### src/rtl/mux_rr_scheduler_if.sv
// rtl/mux_rr_scheduler_if.sv - request/grant/select bundle between requesters and the mux scheduler
interface mux_rr_scheduler_if;
   logic [7:0] req;
   logic [7:0] gnt;
   logic       sel2;
   logic       sel1;
   logic       sel0;
   logic       busy;

   modport master (
      output req,
      input  gnt,
      input  sel2,
      input  sel1,
      input  sel0,
      input  busy
   );

   modport slave (
      input  req,
      output gnt,
      output sel2,
      output sel1,
      output sel0,
      output busy
   );
endinterface

### src/rtl/mux_rr_scheduler.sv
// rtl/mux_rr_scheduler.sv - round-robin owner of an 8:1 bit mux with bounded grant bursts
module mux_rr_scheduler #(
   parameter int unsigned MAX_HOLD = 4
) (
   input  logic             clk,
   input  logic             rst_n,
   mux_rr_scheduler_if.slave bus
);

   typedef enum logic {
      IDLE  = 1'b0,
      GRANT = 1'b1
   } state_t;

   state_t     state_q;
   logic [2:0] ptr_q;
   logic [2:0] cur_q;
   logic [7:0] hold_cnt_q;
   logic [7:0] gnt_q;
   logic [2:0] sel_q;
   logic       busy_q;

   logic [2:0] pick_idle_d;
   logic [2:0] pick_next_d;
   logic [2:0] cur_inc_d;
   logic       any_req_d;
   logic       release_d;

   // First requester at or after start, wrapping modulo 8.
   function automatic logic [2:0] pick(input logic [7:0] r, input logic [2:0] start);
      logic [2:0] idx;
      logic [2:0] res;
      res = start;
      for (int k = 7; k >= 0; k--) begin
         idx = start + k[2:0];
         if (r[idx]) begin
            res = idx;
         end
      end
      return res;
   endfunction

   always_comb begin
      cur_inc_d   = cur_q + 3'd1;
      any_req_d   = |bus.req;
      pick_idle_d = pick(bus.req, ptr_q);
      pick_next_d = pick(bus.req, cur_inc_d);
      release_d   = !bus.req[cur_q] || (hold_cnt_q == 8'(MAX_HOLD));
   end

   always_ff @(posedge clk) begin
      if (!rst_n) begin
         state_q    <= IDLE;
         ptr_q      <= 3'd0;
         cur_q      <= 3'd0;
         hold_cnt_q <= 8'd0;
         gnt_q      <= 8'h00;
         sel_q      <= 3'd0;
         busy_q     <= 1'b0;
      end else begin
         case (state_q)
            IDLE: begin
               if (any_req_d) begin
                  state_q    <= GRANT;
                  cur_q      <= pick_idle_d;
                  gnt_q      <= 8'd1 << pick_idle_d;
                  sel_q      <= pick_idle_d;
                  hold_cnt_q <= 8'd1;
                  busy_q     <= 1'b1;
               end
            end
            GRANT: begin
               if (release_d) begin
                  ptr_q <= cur_inc_d;
                  // The outgoing grantee is scanned last, so it only wins again when alone.
                  if (any_req_d) begin
                     cur_q      <= pick_next_d;
                     gnt_q      <= 8'd1 << pick_next_d;
                     sel_q      <= pick_next_d;
                     hold_cnt_q <= 8'd1;
                     busy_q     <= 1'b1;
                  end else begin
                     state_q    <= IDLE;
                     gnt_q      <= 8'h00;
                     hold_cnt_q <= 8'd0;
                     busy_q     <= 1'b0;
                  end
               end else begin
                  hold_cnt_q <= hold_cnt_q + 8'd1;
               end
            end
            default: begin
               state_q <= IDLE;
               gnt_q   <= 8'h00;
               busy_q  <= 1'b0;
            end
         endcase
      end
   end

   // Select lines hold their value while idle so the mux input stays quiet.
   assign bus.gnt  = gnt_q;
   assign bus.sel2 = sel_q[2];
   assign bus.sel1 = sel_q[1];
   assign bus.sel0 = sel_q[0];
   assign bus.busy = busy_q;

endmodule
### src/flat_wrapper.sv
// flat-port wrapper written by rule: the top's interface ports become plain ports
module mux_rr_scheduler_flat 
#(
   parameter int unsigned MAX_HOLD = 4
)
  (clk, rst_n, bus_req, bus_gnt, bus_sel2, bus_sel1, bus_sel0, bus_busy);
  mux_rr_scheduler_if bus_i ();
  input  logic clk;
  input  logic rst_n;
  input wire logic [$bits(bus_i.req)-1:0] bus_req;
  output wire logic [$bits(bus_i.gnt)-1:0] bus_gnt;
  output wire logic [$bits(bus_i.sel2)-1:0] bus_sel2;
  output wire logic [$bits(bus_i.sel1)-1:0] bus_sel1;
  output wire logic [$bits(bus_i.sel0)-1:0] bus_sel0;
  output wire logic [$bits(bus_i.busy)-1:0] bus_busy;
  assign bus_i.req = bus_req;
  assign bus_gnt = bus_i.gnt;
  assign bus_sel2 = bus_i.sel2;
  assign bus_sel1 = bus_i.sel1;
  assign bus_sel0 = bus_i.sel0;
  assign bus_busy = bus_i.busy;
  mux_rr_scheduler #(.MAX_HOLD(MAX_HOLD)) u_core (.clk(clk), .rst_n(rst_n), .bus(bus_i));
endmodule
### config.mk
export PLATFORM = sky130hd
export DESIGN_NAME = mux_rr_scheduler_flat
export DESIGN_NICKNAME = d
export VERILOG_FILES = /design/src/rtl/mux_rr_scheduler_if.sv /design/src/rtl/mux_rr_scheduler.sv /design/src/flat_wrapper.sv
export SDC_FILE = /design/constraint.sdc
export NUM_CORES = 1
export LEC_CHECK = 0
export BUFFER_PORTS_ARGS = -buffer_cell sky130_fd_sc_hd__buf_4
export CAP_MARGIN = 20
export CELL_PAD_IN_SITES_DETAIL_PLACEMENT = 0
export CELL_PAD_IN_SITES_GLOBAL_PLACEMENT = 1
export CORE_MARGIN = 4
export CORE_UTILIZATION = 30
export CTS_CLUSTER_DIAMETER = 200
export DETAILED_ROUTE_END_ITERATION = 12
export PLACE_DENSITY = 0.6
export SLEW_MARGIN = 20
export SYNTH_ARGS = -nofsm -noshare
export SYNTH_HDL_FRONTEND = slang
export SYNTH_SLANG_ARGS = --single-unit
### constraint.sdc
create_clock -name clk -period 4.4 [get_ports clk]
set_input_delay 1.32 -clock clk [delete_from_list [all_inputs] [get_ports clk]]
set_output_delay 1.32 -clock clk [all_outputs]
set_load 0.02 [all_outputs]
# After elaboration in Yosys (flattened, before gate mapping)
# Cells that the tools add are included.
classes:
  shifts: 2
  bitwise_logic: 1
  muxes: 68
  n_eq_ne: 4
  n_addsub: 16
  n_lt_le_gt_ge: 17
  n_reduce_logical: 6
op_table:
  columns: ["operator", "count"]
  rows:
  - ["3-bit by 4-bit less-than comparator with 1-bit output, second input constant", 17]
  - ["3-bit 2-to-1 mux", 19]
  - ["1-bit binary-select mux with 3-bit select", 17]
  - ["8-bit 2-to-1 mux", 5]
  - ["8-bit case mux with 2 select lines", 2]
  - ["3-bit adder, second input constant", 8]
  - ["1-bit 2-to-1 mux", 22]
  - ["1-bit by 3-bit << shifter with 8-bit output, first input constant", 2]
  - ["3-bit by 2-bit adder with 3-bit output, second input constant", 4]
  - ["3-bit by 1-bit adder with 3-bit output, second input constant", 3]
  - ["8-bit by 1-bit adder with 8-bit output, second input constant", 1]
  - ["8-bit by 3-bit equality test with 1-bit output, second input constant", 1]
  - ["8-bit OR reduction", 1]
  - ["3-bit case mux with 2 select lines", 1]
  - ["2-bit != test, second input constant", 2]
  - ["1-bit case mux with 2 select lines", 2]
  - ["2-bit AND reduction", 2]
  - ["3-bit AND reduction", 1]
  - ["2-bit by 1-bit != test with 1-bit output, second input constant", 1]
  - ["1-bit zero test", 1]
  - ["1-bit logical OR", 1]
  - ["1-bit NOT", 1]
totals:
  reg_bits: 24
  out_inout_bits: 12
  elab_cells: 120

# Longest topological paths before layout
# Gate-level depths: netlist of the first run.
logic_depth:
  ltp_word: 16
  ltp_mapped: 14

# Worst setup path after synthesis of the first run
# OpenSTA, ideal clock, no wires.
synth_timing:
  path_type: "flip-flop to flip-flop"
  startpoint: "reg u_core.cur_q[0]"
  endpoint: "reg u_core.gnt_q[7] (netlist: u_core.bus.gnt[7])"
  path_buffers: 5
  stages_incl_launch_ff: 15
  t_required_ps: 4275
  arrival_ps: 3973
  slack_ps: 302
  synth_period_minus_slack_ps: 4098
  path_cell_list: "dfxtp_1 > buf_2 > clkbuf_1 > clkbuf_1 > inv_1 > ha_1 > buf_4 > buf_2 > mux2_2 > a221oi_1 > a311oi_1 > nor4_1 > o221a_2 > nor4b_1 > o41a_1"
synth_via:
  elab_chain_cells: 16
  word_cells_on_any_way: 42
  classes_between: "add/sub (8); eq/ne (1); shift (1); mux (29); reduce/logical (3)"
synth_lines:
  columns: ["item", "line_no", "source"]
  rows:
  - ["start, declared", "mux_rr_scheduler.sv:17", "logic [2:0] cur_q;"]
  - ["start signal, assigned", "mux_rr_scheduler.sv:65", "cur_q <= pick_idle_d;"]
  - ["start signal, assigned", "mux_rr_scheduler.sv:77", "cur_q <= pick_next_d;"]
  - ["3-bit by 1-bit adder with 3-bit output (*)", "mux_rr_scheduler.sv:44", "cur_inc_d = cur_q + 3'd1;"]
  - ["net u_core.cur_inc_d[0]", "mux_rr_scheduler.sv:25", "logic [2:0] cur_inc_d;"]
  - ["3-bit adder", "mux_rr_scheduler.sv:35", "idx = start + k[2:0];"]
  - ["1-bit binary-select mux with 3-bit select", "mux_rr_scheduler.sv:36", "if (r[idx]) begin"]
  - ["1-bit 2-to-1 mux (implied by the code)", "mux_rr_scheduler.sv:36", null]
  - ["3-bit 2-to-1 mux (7 in series)", "mux_rr_scheduler.sv:36", null]
  - ["3-bit 2-to-1 mux (*)", "mux_rr_scheduler.sv:36", null]
  - ["1-bit by 3-bit << shifter with 8-bit output (*)", "mux_rr_scheduler.sv:78", "gnt_q <= 8'd1 << pick_next_d;"]
  - ["8-bit 2-to-1 mux (*)", "mux_rr_scheduler.sv:76", "if (any_req_d) begin"]
  - ["8-bit 2-to-1 mux (*)", "mux_rr_scheduler.sv:73", "if (release_d) begin"]
  - ["8-bit case mux with 2 select lines (*)", "mux_rr_scheduler.sv:61", "case (state_q)"]
  - ["end signal, assigned", "mux_rr_scheduler.sv:66", "gnt_q <= 8'd1 << pick_idle_d;"]
  - ["end signal, assigned", "mux_rr_scheduler.sv:78", null]
  - ["end, declared", "mux_rr_scheduler.sv:19", "logic [7:0] gnt_q;"]
# Mark *: on every way through the listed nets, which the timed path passes. The rest lies on a longest branch. The select of a mux whose other input is x is not followed.
# A chain may end at the register's enable or synchronous reset.

# Worst setup path after layout of the first run
layout_timing:
  startpoint: "in bus_req[0]"
  endpoint: "reg u_core.gnt_q[7] (netlist: u_core.bus.gnt[7])"
layout_via:
  elab_chain_cells: 14
  word_cells_on_any_way: 62
  classes_between: "eq/ne (2); shift (2); mux (54); reduce/logical (4)"
layout_lines:
  columns: ["item", "line_no", "source"]
  rows:
  - ["start, declared", "flat_wrapper.sv:10", "input wire logic [$bits(bus_i.req)-1:0] bus_req;"]
  - ["1-bit binary-select mux with 3-bit select", "mux_rr_scheduler.sv:36", null]
  - ["1-bit 2-to-1 mux (implied by the code)", "mux_rr_scheduler.sv:36", null]
  - ["3-bit 2-to-1 mux (8 in series)", "mux_rr_scheduler.sv:36", null]
  - ["1-bit by 3-bit << shifter with 8-bit output", "mux_rr_scheduler.sv:78", null]
  - ["8-bit 2-to-1 mux", "mux_rr_scheduler.sv:76", null]
  - ["8-bit 2-to-1 mux", "mux_rr_scheduler.sv:73", null]
  - ["8-bit case mux with 2 select lines", "mux_rr_scheduler.sv:61", null]
# Several ways; a longest one is shown, not always the timed one. The select of a mux whose other input is x is not followed.

==> qor.txt, run 1 <==
sum of internal, switching and leakage power - 2.41 mW
I/O pins - 22
latest clock arrival within the worst-skew pair - 260 ps
overall fraction of global-route tracks in use - 14.4%
die area - 12100 um2
CP max-delay cell - sky130_fd_sc_hd__mux4_1
core occupancy in the finished layout - 33.5%
Post-Syn Nets - 368
async set-or-reset flop fraction in the synthesized netlist - 0%
share of power burned in registers - 13.5%
cell-internal power - 1.21 mW
top flip-flop cell by instance count after synthesis - sky130_fd_sc_hd__dfxtp_1
htree depth - 1
CTS clk-pin slew, worst paths - 80 ps
number of enable flip-flop cells after synthesis - 0
DRC errors left - 0
largest net degree at the start of global routing - 29
share of Yosys cell area claimed by the top area cell type - 15.3%
total count of max-transition violations in the final report - 0
sw power - 1.21 mW
data arrival time of the worst path - 3950 ps
P per Cell Area - 704 nW/um2
required time reported for the critical path endpoint - 4610 ps
sum of negative setup slack - 0 ps
Synth Instances - 352
Final Hold Fails - 0
average cell area after synthesis - 8.89 um2
clock buffers created by TritonCTS - 3
normalized max-slew margin - 41.3%
dominant cell type by area after synthesis - sky130_fd_sc_hd__dfxtp_1
dominant delay contributor by cell family on the critical path - compound AO/OA/AOI/OAI gates
unrepaired setup endpoints after global routing - false
hold buffer count at CTS - 0
FP Rows - 37
clk sink count - 24
maximum fanout encountered on the critical timing path - 14
x dimension of the die - 110 um
critical setup path kind - in2reg
total leakage power - 1.21 nW
Vias/cell - 5.83
peak supply drop - 0.000323 V
last weighted congestion value of the routability-driven placer - 0.848
Fin Clk Skew - 1.20 ps
DRC marker count from the first detailed-route iteration - 199
sum of net half-perimeters after detailed placement - 6290 um
die height - 110 um
post-detailed-route wirelength per cell - 17.1 um
Crit path largest cell delay - 620 ps
clock tree from TritonCTS - yes
fin crit share - 84.9%
Switching Fraction - 50.0%
n_diodes - 0
final wirelength - 8370 um
met3 wire len - 207 um
number of buffer and inverter instances along the worst setup path - 1
routed length on met2 - 4150 um
final setup violation count - 0
area of the mapped netlist - 3130 um2
CTS root buf - sky130_fd_sc_hd__clkbuf_8
Unique masters post-synth - 68
Initial Util - 30.6%
Synth warnings - 0
buffers inserted by post-CTS timing repair - 0
Gates resized, CTS repair - 0
Final #Nets - 371
leading post-synthesis cells by instance count - sky130_fd_sc_hd__o21ai_0, sky130_fd_sc_hd__dfxtp_1, sky130_fd_sc_hd__clkbuf_1, sky130_fd_sc_hd__mux4_2, sky130_fd_sc_hd__nand2_1
first-pass iteration count of the detailed router - 4
Seq/Total Area, Yosys - 15.3%
transition time at the pin with the least slew margin - 878 ps
fraction of layout instances using a drive strength above 1 - 21.2%
element type at the critical path start - input port
layout-stage area growth over the synthesis result - 9.43%
initial antenna violation count - 0
met1 WL - 3960 um
post-detailed-route count of antenna-violating nets - 0
outcome - finished clean
number of maximum-capacitance constraint violations - 0
type of the worst min-delay path - reg2reg
vias in the first global route - 2651
clock group share of total power - 5.3%
uppermost routed layer - met4
cell chain of the critical path - buf_4 > mux4_1 > a221oi_1 > nand2_1 > o21a_1 > a221oi_1 > nor4b_1 > o41a_1
most numerous cell in the Yosys netlist - sky130_fd_sc_hd__o21ai_0
input/output buffers - 21
Achievable Freq - 268 MHz
area of the core - 10200 um2
Synth area leaders - sky130_fd_sc_hd__dfxtp_1, sky130_fd_sc_hd__mux4_2, sky130_fd_sc_hd__mux2i_1, sky130_fd_sc_hd__o21ai_0, sky130_fd_sc_hd__mux2_2
fill cell instance count of the final layout - 1056
endpoint class of the critical path - flip-flop
most frequent CP cell - sky130_fd_sc_hd__a221oi_1
proportion of power drawn by combinational gates - 81.2%
overflow left after global routing - 0
via count - 2852
wire length of the first global-routing pass - 14000 um
final critical-path required period - 3740 ps
post-synthesis register bit count - 24
CTS Buffer Depth - 2
-- registers in the layout, indices dropped and copies added (netlist names) --
| register | cells |
|---|---|
| u_core.bus.busy | 1 |
| u_core.hold_cnt_q | 8 |
| u_core.cur_q | 3 |
| u_core.state_q | 1 |
| u_core.bus.gnt | 8 |
| u_core.ptr_q | 3 |
-- layout by cell type (no fill, tap or decap), types with 5 or more instances in the layout --
cell type | Yosys | routed
sky130_fd_sc_hd__nand3_1 | 7 | 7
sky130_fd_sc_hd__nor2b_1 | 8 | 8
sky130_fd_sc_hd__mux2_2 | 13 | 13
sky130_fd_sc_hd__o211ai_1 | 5 | 5
sky130_fd_sc_hd__inv_1 | 13 | 13
sky130_fd_sc_hd__mux4_2 | 20 | 20
sky130_fd_sc_hd__dfxtp_1 | 24 | 24
sky130_fd_sc_hd__and3_1 | 6 | 6
sky130_fd_sc_hd__nand2_1 | 18 | 18
sky130_fd_sc_hd__a31oi_1 | 13 | 13
sky130_fd_sc_hd__ha_1 | 6 | 6
sky130_fd_sc_hd__nor2_1 | 13 | 13
sky130_fd_sc_hd__a21oi_1 | 15 | 15
sky130_fd_sc_hd__a21boi_0 | 5 | 5
sky130_fd_sc_hd__o21ai_0 | 30 | 30
sky130_fd_sc_hd__nand2b_1 | 6 | 6
sky130_fd_sc_hd__buf_4 | 1 | 30
sky130_fd_sc_hd__mux2i_1 | 15 | 15
-- logic make-up after synthesis --
logic type / synth area share [%]
AO/OA/AOI/OAI: 25.4
AND/OR/NAND/NOR: 19.6
multiplexers: 27.8
buffers and inverters: 6.08
flip-flops: 15.3
XOR/XNOR: 3.40
adder cells (fa/ha/maj): 2.40
-- worst paths after layout --
kind	start	endpoint	slack, ps	cells past startpoint
min reg2reg	u_core.bus.busy$_SDFFE_PN0P_	u_core.bus.busy$_SDFFE_PN0P_	500	2
max	bus_req[0]	u_core.bus.gnt[7]$_SDFFE_PN0P_	660	8
max reg2reg	u_core.cur_q[0]$_SDFFE_PN0P_	u_core.bus.gnt[7]$_SDFFE_PN0P_	850	9
min	u_core.bus.busy$_SDFFE_PN0P_	u_core.bus.busy$_SDFFE_PN0P_	500	2
-- power by group through the flow --
| stage | clock (mW) | combinational [mW] | sequential (mW) |
|---|---|---|---|
| 4_1_cts | 0.134 | 1.96 | 0.328 |
| 2_1_floorplan | 0 | 1.52 | 0.349 |
| 6_report | 0.127 | 1.96 | 0.326 |
| 3_3_place_gp | 0 | 1.95 | 0.331 |
| 5_1_grt | 0.143 | 2.16 | 0.337 |
| 3_5_place_dp | 0 | 1.95 | 0.333 |
-- through the flow --
stage / hold slack, ps / instances / cell area [um2] / worst slack [ps]
2_1_floorplan: 464 / 352 / 3130 / 302
3_3_place_gp: 488 / 486 / 3380 / 360
3_5_place_dp: 494 / 486 / 3380 / 395
4_1_cts: 508 / 489 / 3430 / 678
5_1_grt: 538 / 489 / 3430 / 403
6_report: 500 / 489 / 3430 / 664
-- worst min-delay path, delay by kind of cell (launching register included) --
kind	cells	cell delay, ps
compound gates	2	130
flops	1	320
-- cell type report --
| cell class | instances | area, um2 | area share [%] |
|---|---|---|---|
| clock buffers | 3 | 41.3 | 1.21 |
| inverters | 13 | 48.8 | 1.42 |
| multi-input cells | 283 | 2460 | 71.8 |
| well taps | 136 | 170 | 4.97 |
| flip-flops and latches | 24 | 480 | 14.0 |
| repair buffers | 30 | 225 | 6.57 |
-- routing by layer --
metal,track usage [%],vias to the layer above
li1,-,1394
met1,20.6,1394
met2,24.3,58
met3,1.40,6
met4,1.58,0
met5,0,-
Power figures use the tool's default switching activity.
==> run 2: changes to the inputs <==
==> constraint.sdc (replaced) <==
create_clock -name clk -period 3.46 [get_ports clk]
set_input_delay 1.038 -clock clk [delete_from_list [all_inputs] [get_ports clk]]
set_output_delay 1.038 -clock clk [all_outputs]
set_load 0.02 [all_outputs]
==> run 2 against run 1 <==
Effect of this change:
- power grew 53%
- clock power grew 31%
- count of clock-buffer cells in the layout stayed put
- largest cell class unchanged
- highest routed layer unchanged
==> qor.txt, run 2 (synthesis gave the netlist of run 1 again) <==
outcome - finished clean
transition time at the pin with the least slew margin - 637 ps
endpoint class of the critical path - flip-flop
number of buffer and inverter instances along the worst setup path - 2
met3 wire len - 237 um
last weighted congestion value of the routability-driven placer - 0.797
via count - 3095
uppermost routed layer - met4
clock tree from TritonCTS - yes
most frequent CP cell - sky130_fd_sc_hd__buf_4
I/O pins - 22
Fin Clk Skew - 6.65 ps
Final Hold Fails - 0
CTS root buf - sky130_fd_sc_hd__clkbuf_8
number of maximum-capacitance constraint violations - 0
final wirelength - 9250 um
input/output buffers - 21
area of the core - 10200 um2
initial antenna violation count - 0
layout-stage area growth over the synthesis result - 24.0%
overflow left after global routing - 0
x dimension of the die - 110 um
total leakage power - 1.50 nW
Crit path largest cell delay - 500 ps
critical setup path kind - in2reg
P per Cell Area - 948 nW/um2
CP max-delay cell - sky130_fd_sc_hd__or4b_1
routed length on met2 - 4630 um
die area - 12100 um2
post-detailed-route count of antenna-violating nets - 0
final setup violation count - 0
sum of net half-perimeters after detailed placement - 7150 um
DRC errors left - 0
first-pass iteration count of the detailed router - 4
fin crit share - 96.5%
Achievable Freq - 299 MHz
FP Rows - 37
vias in the first global route - 2948
die height - 110 um
data arrival time of the worst path - 3540 ps
Final #Nets - 428
CTS clk-pin slew, worst paths - 80 ps
worst hold slack - 503 ps
peak supply drop - 0.000535 V
most frequent cells in the layout - sky130_fd_sc_hd__buf_4, sky130_fd_sc_hd__o21ai_0, sky130_fd_sc_hd__dfxtp_1
n_diodes - 0
maximum fanout encountered on the critical timing path - 13
post-detailed-route wirelength per cell - 16.9 um
clock buffers created by TritonCTS - 3
commonest non-fill, non-tap cell in the layout - sky130_fd_sc_hd__buf_4
Initial Util - 30.6%
normalized max-slew margin - 57.4%
wire length of the first global-routing pass - 15300 um
fraction of layout instances using a drive strength above 1 - 33.2%
met1 WL - 4300 um
element type at the critical path start - input port
dominant delay contributor by cell family on the critical path - multiplexers
type of the worst min-delay path - reg2reg
hold buffer count at CTS - 0
cell chain of the critical path - buf_4 > mux4_2 > mux2_4 > and3_4 > a2111oi_4 > buf_4 > nand3_2 > or4b_1 > a31oi_1
final critical-path required period - 3340 ps
htree depth - 1
total count of max-transition violations in the final report - 0
required time reported for the critical path endpoint - 3660 ps
clk sink count - 24
largest net degree at the start of global routing - 29
overall fraction of global-route tracks in use - 15.6%
sum of negative setup slack - 0 ps
Vias/cell - 5.67
DRC marker count from the first detailed-route iteration - 228
CTS Buffer Depth - 2
latest clock arrival within the worst-skew pair - 270 ps
-- run 2: layout make-up --
cell class,instances,area (um2)
multi-input cells,283,2490
well taps,136,170
fillers,1057,6350
inverters,13,48.8
repair buffers,87,653
flip-flops and latches,24,482
clock buffers,3,41.3
-- run 2: path summary, 6_finish.rpt --
path              slack, ps                                 to  cells past startpoint                               from
hold reg to reg         500  u_core.hold_cnt_q[7]$_SDFFE_PN0P_                      2  u_core.hold_cnt_q[7]$_SDFFE_PN0P_
setup reg to reg        270     u_core.bus.gnt[7]$_SDFFE_PN0P_                     10       u_core.cur_q[0]$_SDFFE_PN0P_
hold / removal          500  u_core.hold_cnt_q[7]$_SDFFE_PN0P_                      2  u_core.hold_cnt_q[7]$_SDFFE_PN0P_
setup / recovery        120     u_core.bus.gnt[2]$_SDFFE_PN0P_                      9                         bus_req[6]
-- run 2: metal layers --
layer,global-route usage [%],vias to the layer above
li1,-,1510
met1,21.4,1520
met2,27.3,57
met3,1.46,8
met4,2.11,0
met5,0,-
-- run 2: tightest hold or removal path, stage by stage (launching register included) --
cell	delay (ps)
sky130_fd_sc_hd__dfxtp_1	320
sky130_fd_sc_hd__o21ai_0	60
sky130_fd_sc_hd__a21boi_0	70
-- run 2: through the flow --
| stage | std cells | setup WS [ps] | cell area (um2) | total power, mW | utilization [%] |
|---|---|---|---|---|---|
| global route | 546 | -24.4 | 3880 | 3.99 | 37.9 |
| floorplan | 352 | 25.2 | 3180 | 2.44 | - |
| detailed placement | 538 | -167 | 3800 | 3.35 | 37.2 |
| global placement | 538 | -125 | 3800 | 3.33 | 37.2 |
| finish | 546 | 121 | 3880 | 3.68 | 37.9 |
| CTS | 541 | 114 | 3840 | 3.53 | 37.6 |
-- run 2: timing repair --
item                       4_1_cts  5_1_grt
setup endpoints to repair        0        1
resized for setup                0        1
setup buffers                    0        5
-- run 2: power by group --
part	leakage (nW)	internal (mW)	switching, mW
Clock	0.0216	0.0779	0.0878
Sequential	0.197	0.342	0.0557
Combinational	1.28	1.56	1.55
Total	1.50	1.98	1.70
==> run 3: changes to the inputs <==
--- a/config.mk
+++ b/config.mk
@@ -14,6 +14,7 @@
 export CTS_CLUSTER_DIAMETER = 200
 export DETAILED_ROUTE_END_ITERATION = 12
 export PLACE_DENSITY = 0.6
+export RECOVER_POWER = 25
 export SLEW_MARGIN = 20
 export SYNTH_ARGS = -nofsm -noshare
 export SYNTH_HDL_FRONTEND = slang
==> run 3 against run 2 <==
Effect of this change:
- fmax fell by 0.28%
- flip-flop and latch count is the same
- clock skew decreased by 2.5 ps
- critical path depth unchanged
- count of clock-buffer cells in the layout did not move
- die area unchanged
- first-iteration DRC count grew 3.5%
- worst setup slack got worse by 9.2 ps
- combinational power hardly changed
- sequential share of layout area rose by 0.097 points
- largest power group unchanged
- non-clock buffer count stayed put
- global-route usage stayed put
==> qor.txt, run 3 (synthesis gave the netlist of run 1 again) <==
Final #Nets - 428
data arrival time of the worst path - 3550 ps
clock buffers created by TritonCTS - 3
post-detailed-route count of antenna-violating nets - 0
first-pass iteration count of the detailed router - 4
I/O pins - 22
final critical-path required period - 3350 ps
Initial Util - 30.6%
type of the worst min-delay path - reg2reg
largest net degree at the start of global routing - 29
number of maximum-capacitance constraint violations - 0
cell chain of the critical path - buf_4 > mux4_2 > mux2_4 > and3_4 > a2111oi_4 > buf_4 > nand3_2 > or4b_1 > a31oi_1
outcome - finished clean
CTS Buffer Depth - 2
clk sink count - 24
most frequent cells in the layout - sky130_fd_sc_hd__buf_4, sky130_fd_sc_hd__o21ai_0, sky130_fd_sc_hd__dfxtp_1
proportion of power drawn by combinational gates - 84.5%
Switching Fraction - 46.6%
CTS root buf - sky130_fd_sc_hd__clkbuf_8
clock group share of total power - 4.6%
sw power - 1.70 mW
final cell count without fillers - 546
input/output buffers - 21
share of power burned in registers - 10.9%
final wirelength - 9290 um
number of placed instances with taps included - 538
final setup violation count - 0
die area - 12100 um2
htree depth - 1
FP Rows - 37
Final Hold Fails - 0
overflow left after global routing - 0
fill cell instance count of the final layout - 1062
die height - 110 um
layout-stage area growth over the synthesis result - 23.1%
total leakage power - 1.46 nW
endpoint class of the critical path - flip-flop
post-detailed-route wirelength per cell - 17.0 um
n_diodes - 0
CTS clk-pin slew, worst paths - 90 ps
worst hold slack - 503 ps
number of buffer and inverter instances along the worst setup path - 2
maximum fanout encountered on the critical timing path - 13
commonest non-fill, non-tap cell in the layout - sky130_fd_sc_hd__buf_4
via count - 3094
transition time at the pin with the least slew margin - 669 ps
hold buffer count at CTS - 0
area of the core - 10200 um2
last weighted congestion value of the routability-driven placer - 0.797
DRC errors left - 0
cell-internal power - 1.96 mW
fin crit share - 96.8%
cell area after placement - 3800 um2
sum of net half-perimeters after detailed placement - 7150 um
CP max-delay cell - sky130_fd_sc_hd__or4b_1
most frequent CP cell - sky130_fd_sc_hd__buf_4
initial antenna violation count - 0
vias in the first global route - 2948
x dimension of the die - 110 um
peak supply drop - 0.000536 V
post-route cell area - 3850 um2
total count of max-transition violations in the final report - 0
element type at the critical path start - input port
overall fraction of global-route tracks in use - 15.6%
dominant delay contributor by cell family on the critical path - multiplexers
latest clock arrival within the worst-skew pair - 270 ps
Achievable Freq - 299 MHz
wire length of the first global-routing pass - 15300 um
DRC marker count from the first detailed-route iteration - 236
P per Cell Area - 950 nW/um2
clock tree from TritonCTS - yes
Fin Clk Skew - 4.15 ps
Vias/cell - 5.67
required time reported for the critical path endpoint - 3660 ps
fraction of layout instances using a drive strength above 1 - 31.2%
critical setup path kind - in2reg
Crit path largest cell delay - 500 ps
normalized max-slew margin - 55.3%
## run 3: changes by cell type in the layout (fill, tap and decap cells not counted), sizes merged
cell	previous run	this run
buf	87	79
clkbuf	3	11
## run 3: final cells by class
type | count | area [um2] | area share [%]
inverter | 13 | 48.8 | 1.27
tap | 136 | 170 | 4.42
multi-input combinational | 283 | 2490 | 64.6
sequential | 24 | 482 | 12.5
timing repair buffer | 87 | 623 | 16.2
clock buffer | 3 | 41.3 | 1.07
## run 3: path summary, 6_finish.rpt
| path | start | to | slack (ps) | depth (start not counted) |
|---|---|---|---|---|
| setup / recovery | bus_req[6] | u_core.bus.gnt[2]$_SDFFE_PN0P_ | 110 | 9 |
| hold / removal | u_core.hold_cnt_q[7]$_SDFFE_PN0P_ | u_core.hold_cnt_q[7]$_SDFFE_PN0P_ | 500 | 2 |
| setup reg to reg | u_core.cur_q[0]$_SDFFE_PN0P_ | u_core.bus.gnt[7]$_SDFFE_PN0P_ | 260 | 10 |
| hold reg to reg | u_core.hold_cnt_q[7]$_SDFFE_PN0P_ | u_core.hold_cnt_q[7]$_SDFFE_PN0P_ | 500 | 2 |
## run 3: routing by layer
layer	GRT usage, %	vias to the layer above	wire length (um)
met2	27.3	66	4640
met3	1.46	8	240
met1	21.4	1511	4320
met4	2.11	0	87
li1	-	1509	-
met5	0	-	0
## run 3: timing repair
action                     in CTS  in global routing
setup endpoints to repair       0                  1
setup buffers                   0                  5
gates resized for setup         0                  1
## run 3: worst reg2reg max path, delay by kind of cell, from the launching register on
family / cells / cell delay, ps
AOI/OAI and AO/OA: 4 / 1110
muxes: 2 / 670
buffers and inverters: 2 / 390
and+or+nand+nor: 1 / 360
DFF: 1 / 330
adders and majority gates: 1 / 290
## run 3: power by group through the flow
| stage | registers, mW | clock network (mW) | logic [mW] |
|---|---|---|---|
| after global placement | 0.405 | 0 | 2.93 |
| after detailed placement | 0.404 | 0 | 2.94 |
| after CTS | 0.398 | 0.173 | 2.96 |
| final | 0.397 | 0.169 | 3.09 |
| after global routing | 0.405 | 0.185 | 3.37 |
| after floorplan | 0.447 | 0 | 2.00 |
## run 3: per-stage QoR
| stage | power (mW) | setup TNS, ps | util [%] | setup WS [ps] |
|---|---|---|---|---|
| global route | 3.96 | -34.8 | 37.7 | -24.4 |
| floorplan | 2.44 | 0 | - | 25.2 |
| CTS | 3.53 | 0 | 37.6 | 114 |
| detailed placement | 3.35 | -344 | 37.2 | -167 |
| global placement | 3.33 | -244 | 37.2 | -125 |
| finish | 3.66 | 0 | 37.7 | 111 |
